**config.mk**
```make
export PLATFORM = sky130hd
export DESIGN_NAME = escalonador_rr
export DESIGN_NICKNAME = d
export VERILOG_FILES = /design/src/rtl/escalonador_rr.sv
export SDC_FILE = /design/constraint.sdc
export NUM_CORES = 1
export LEC_CHECK = 0
export ABC_CLOCK_PERIOD_IN_PS = 13000
export CAP_MARGIN = 40
export CORE_MARGIN = 3
export CORE_UTILIZATION = 54
export CTS_CLUSTER_SIZE = 30
export DETAILED_ROUTE_END_ITERATION = 10
export GPL_TIMING_DRIVEN = 0
export PLACE_DENSITY = 0.87
export SETUP_SLACK_MARGIN = 0.1
export SLEW_MARGIN = 25
export SYNTH_ARGS = -nofsm -noshare
export SYNTH_HDL_FRONTEND = slang
export SYNTH_SLANG_ARGS = --single-unit
```
**constraint.sdc**
```tcl
create_clock -name clk -period 13 [get_ports clk]
set_clock_uncertainty 0.1 [all_clocks]
set_input_delay 2.6 -clock clk [delete_from_list [all_inputs] [get_ports clk]]
set_output_delay 2.6 -clock clk [all_outputs]
set_load 0.02 [all_outputs]
```
**src/rtl/escalonador_rr.sv**
```systemverilog
// Round-robin process scheduler for the PC stage.
// Picks the next runnable process on quantum expiry or process end, emits a
// one-cycle troca pulse to load it, and parks in IDLE when nothing is runnable.
//
// state  | meaning
// IDLE   | no process owns the PC; waiting for enable and an eligible process
// RUN    | proc_atual is executing; quantum_cnt counts its retired instructions
// SWITCH | one-cycle load of hd_set into the PC stage (troca high)
module escalonador_rr #(
  parameter int NUM_PROC = 5,
  parameter int QUANTUM  = 8
) (
  input  logic                clk,
  input  logic                reset,
  input  logic                enable,
  input  logic [NUM_PROC-1:0] proc_ativo,
  input  logic                instr_valid,
  input  logic                proc_fim,
  input  logic                hold,
  output logic                troca,
  output logic [9:0]          hd_set,
  output logic [9:0]          proc_atual,
  output logic [7:0]          quantum_cnt,
  output logic                ocioso
);

  typedef enum logic [1:0] {IDLE, RUN, SWITCH} state_t;

  localparam logic [7:0] Q_LAST = 8'(QUANTUM - 1);

  state_t              state, state_nx;
  logic [NUM_PROC-1:0] done, done_nx, elig;
  logic [9:0]          atual_nx, hd_nx;
  logic [7:0]          qcnt_nx;
  logic                cur_ativo, fim_eff, expiry;
  logic [10:0]         rr_pick_nx, low_pick;

  // Returns {found, id}: first set bit of e after cur in circular order,
  // cur itself last. Distance 0 is mapped to NUM_PROC so cur loses ties.
  function automatic logic [10:0] rr_pick(input logic [NUM_PROC-1:0] e,
                                          input logic [9:0] cur);
    logic [10:0] pick;
    int best;
    int d;
    pick = '0;
    best = NUM_PROC + 1;
    for (int i = 0; i < NUM_PROC; i++) begin
      d = i - int'(cur);
      if (d <= 0) d = d + NUM_PROC;
      if (e[i] && d < best) begin
        best = d;
        pick = {1'b1, 10'(i)};
      end
    end
    return pick;
  endfunction

  // Done flags after this edge; the end of the current process is folded in
  // before the search so a simultaneous expiry never reselects it.
  always_comb begin
    done_nx   = done;
    cur_ativo = 1'b0;
    for (int i = 0; i < NUM_PROC; i++) begin
      if (proc_atual == 10'(i)) cur_ativo = proc_ativo[i];
      if (!hold) begin
        if (state == RUN && proc_fim && proc_atual == 10'(i)) done_nx[i] = 1'b1;
        if (!proc_ativo[i]) done_nx[i] = 1'b0;
      end
    end
    elig       = proc_ativo & ~done_nx;
    rr_pick_nx = rr_pick(elig, proc_atual);
    low_pick   = rr_pick(elig, 10'(NUM_PROC - 1));
    fim_eff    = proc_fim | ~cur_ativo;
    expiry     = instr_valid & (quantum_cnt == Q_LAST);
  end

  // Next-state and datapath updates; hold freezes everything.
  always_comb begin
    state_nx = state;
    atual_nx = proc_atual;
    hd_nx    = hd_set;
    qcnt_nx  = quantum_cnt;
    if (hold) begin
      state_nx = state;
    end else if (!enable) begin
      state_nx = IDLE;
    end else begin
      case (state)
        IDLE: begin
          if (low_pick[10]) begin
            state_nx = SWITCH;
            atual_nx = low_pick[9:0];
            hd_nx    = low_pick[9:0];
            qcnt_nx  = '0;
          end
        end
        SWITCH: begin
          state_nx = RUN;
          qcnt_nx  = '0;
        end
        RUN: begin
          if (fim_eff || expiry) begin
            qcnt_nx = '0;
            if (!rr_pick_nx[10]) begin
              state_nx = IDLE;
            end else if (rr_pick_nx[9:0] != proc_atual) begin
              state_nx = SWITCH;
              atual_nx = rr_pick_nx[9:0];
              hd_nx    = rr_pick_nx[9:0];
            end
          end else if (instr_valid) begin
            qcnt_nx = quantum_cnt + 8'd1;
          end
        end
        default: state_nx = IDLE;
      endcase
    end
  end

  // State and datapath registers.
  always_ff @(posedge clk or negedge reset) begin
    if (!reset) begin
      state       <= IDLE;
      done        <= '0;
      proc_atual  <= '0;
      hd_set      <= '0;
      quantum_cnt <= '0;
    end else begin
      state       <= state_nx;
      done        <= done_nx;
      proc_atual  <= atual_nx;
      hd_set      <= hd_nx;
      quantum_cnt <= qcnt_nx;
    end
  end

  assign troca  = (state == SWITCH) & ~hold;
  assign ocioso = (state == IDLE);

endmodule

```
==> qor.txt <==
Post-synth ARST share: 100%
RSZ-0062 raised after global routing: no
Top cell type's share of synthesized area: 20.3%
Vias in the first global route: 3654
Die extent in x: 90.1 microns
Final cell count without fillers: 646
EDFF count, synth: 0
Max Fclk: 0.0807 GHz
Yosys top cell by area: ha_1
Startpoint Class: input port
Wire per inst: 16.0 microns
Setup-failing EPs final: 0
CTS buffer count: 3
Syn avg cell area: 7.70 sq um
Clock Latency Late Sink: 260 ps
Distinct cells, synth: 79
Post-CTS Hold Buffers: 0
CP Max Fanout: 10
CTS sink cnt: 18
# IOs: 41
Top FF cell, synth: dfrtp_1
Ys Warns: 0
Largest cells by area after synthesis: ha_1, dfrtp_1, a21oi_1, nor2_1, buf_4
Die height: 90.1 microns
Port-buffer cells: 26
Grt ovf: 0
Reg clk slew, reported paths: 70 ps
# nets final: 624
WP data arrival: 12440 ps
CP Capture Type: register
Mapped cell area: 0.00382 sq mm
Status: complete, no violations
CP peak stage delay: 480 ps
Worst slew pin tran: 660 ps
Residual DRC: 0
CTS tree: yes
Buf+Inv Stages, Crit Path: 6
Post-layout util: 64.2%
Slew Limit Headroom: 55.7%
Commonest cells post-synth: ha_1, a21oi_1, nor2_1
Final Critical Period: 12390 ps
Total global routing track utilization: 24.3%
Critical Path RT: 13050 ps
Post-DP HPWL: 8340 microns
Std cell rows: 30
Slowest-stage cell, CP: clkdlybuf4s50_1
H-tree Lvls: 1
Max_cap viols: 0
Hold slack: 412 ps
CP dominant cell by count: a21oi_1
Initial antenna violation count: 0
Clock root buffer: clkbuf_8
Pre-Repair DR Iteration Count: 6
Pins over their slew limit: 0
Core Area: 0.00683 sq mm
# diodes: 0
DR vias/cell: 5.98
Final wirelength: 10300 microns
R2r setup slk: 1750 ps
Final worst-path cycle share: 95.3%
Final GP Congestion: 1.00
Critical path's top delay family: compound AO/OA/AOI/OAI gates
Die Area: 0.00812 sq mm
Sequential fraction of the synthesis area: 11.8%
Hold Violations, Final: 0
Drt initial violations: 280
Crit Path Class: input port to register
Layout cells sized above 1: 14.2%
#FFs+latches synth: 18
ANT nets after route: 0
Longest Clk Path Bufs: 2
Cells after synthesis: 496
Most common cell in the netlist: ha_1
Vias post-DR: 3865
Area growth from synthesis to layout: 14.7%
Initial core utilization: 55.9%
Largest net degree at the start of global routing: 19
Final TNS setup: 0 ps
Worst Hold Class: register to register
Placed Instances: 639
Filler cells: 629
First-pass GRT wire length: 16800 microns
-- stage by stage --
| step | setup WS [ps] | instance area [sq um] |
|---|---|---|
| floorplan | 1910 | 3900 |
| global placement | 256 | 4280 |
| detailed placement | -67.2 | 4280 |
| CTS | 192 | 4330 |
| global route | 173 | 4380 |
| finish | 612 | 4380 |
-- area by class of cell --
type	instances	area, sq um	share of cell area, %
multi-input cells	441	3160	72.1
flip-flops and latches	18	450	10.3
repair buffers	29	287	6.54
plain buffers	34	220	5.02
well taps	96	120	2.74
inverters	24	90.1	2.06
clock buffers	4	55.1	1.26
-- layout by cell type, fill, tap and decap left out, types with 8 or more instances in the layout --
master / n
and2_1: 9
a21oi_1: 52
or2_2: 8
dfrtp_1: 18
o21ai_0: 20
nand2b_1: 14
buf_4: 22
ha_1: 62
nor2_1: 52
mux2i_1: 9
inv_1: 21
o21a_1: 16
nand3_1: 11
conb_1: 22
nand2_1: 36
clkdlybuf4s50_1: 26
-- sequential cells by signal (all words and copies together), names as in the netlist --
register and count:
state 2, done 5, proc_atual 3, quantum_cnt 8
-- timing repair --
| action | CTS | global route |
|---|---|---|
| gates resized for setup | 0 | 8 |
| setup endpoints to repair | 0 | 5 |
| buffers inserted | 0 | 2 |
-- worst paths after layout --
kind,cells past startpoint,from,endpoint
max in group asynchronous,2,reset,state[0]$_DFFE_PN0P_
max,46,proc_fim,proc_atual[0]$_DFFE_PN0P_
min reg2reg,2,done[3]$_DFF_PN0_,done[3]$_DFF_PN0_
min in group asynchronous,1,reset,quantum_cnt[3]$_DFFE_PN0P_
max reg2reg,48,proc_atual[1]$_DFFE_PN0P_,proc_atual[0]$_DFFE_PN0P_
min,2,done[3]$_DFF_PN0_,done[3]$_DFF_PN0_
-- cells by family after synthesis --
logic type               count (synthesis)  synth area share [%]
AO/OA/AOI/OAI                          158                  29.3
XOR/XNOR                                12                  2.75
adder cells (fa/ha/maj)                 62                  20.3
buffers and inverters                   58                  8.06
flip-flops                              18                  11.8
multiplexers                            14                  4.03
other                                    1                0.0982
AND/OR/NAND/NOR                        173                  23.7
-- worst reg2reg max path: cells and delay by family, from the launching register on --
kind	cells	cell delay, ps
mux	2	670
simple gates	10	2090
fa+ha+maj	6	1850
buf+inv	6	1300
compound gates	24	4600
flops	1	540
-- layer usage --
metal | wire (microns) | GRT usage (%) | vias to the layer above
li1 | - | - | 1896
met1 | 4620 | 31.9 | 1808
met2 | 4990 | 41.8 | 136
met3 | 505 | 2.18 | 25
met4 | 194 | 8.42 | 0
met5 | 0 | 0 | -
Power is left out: the tool's default activity adds up to more than one toggle a clock period on the data nets, which glitch-free logic cannot reach.
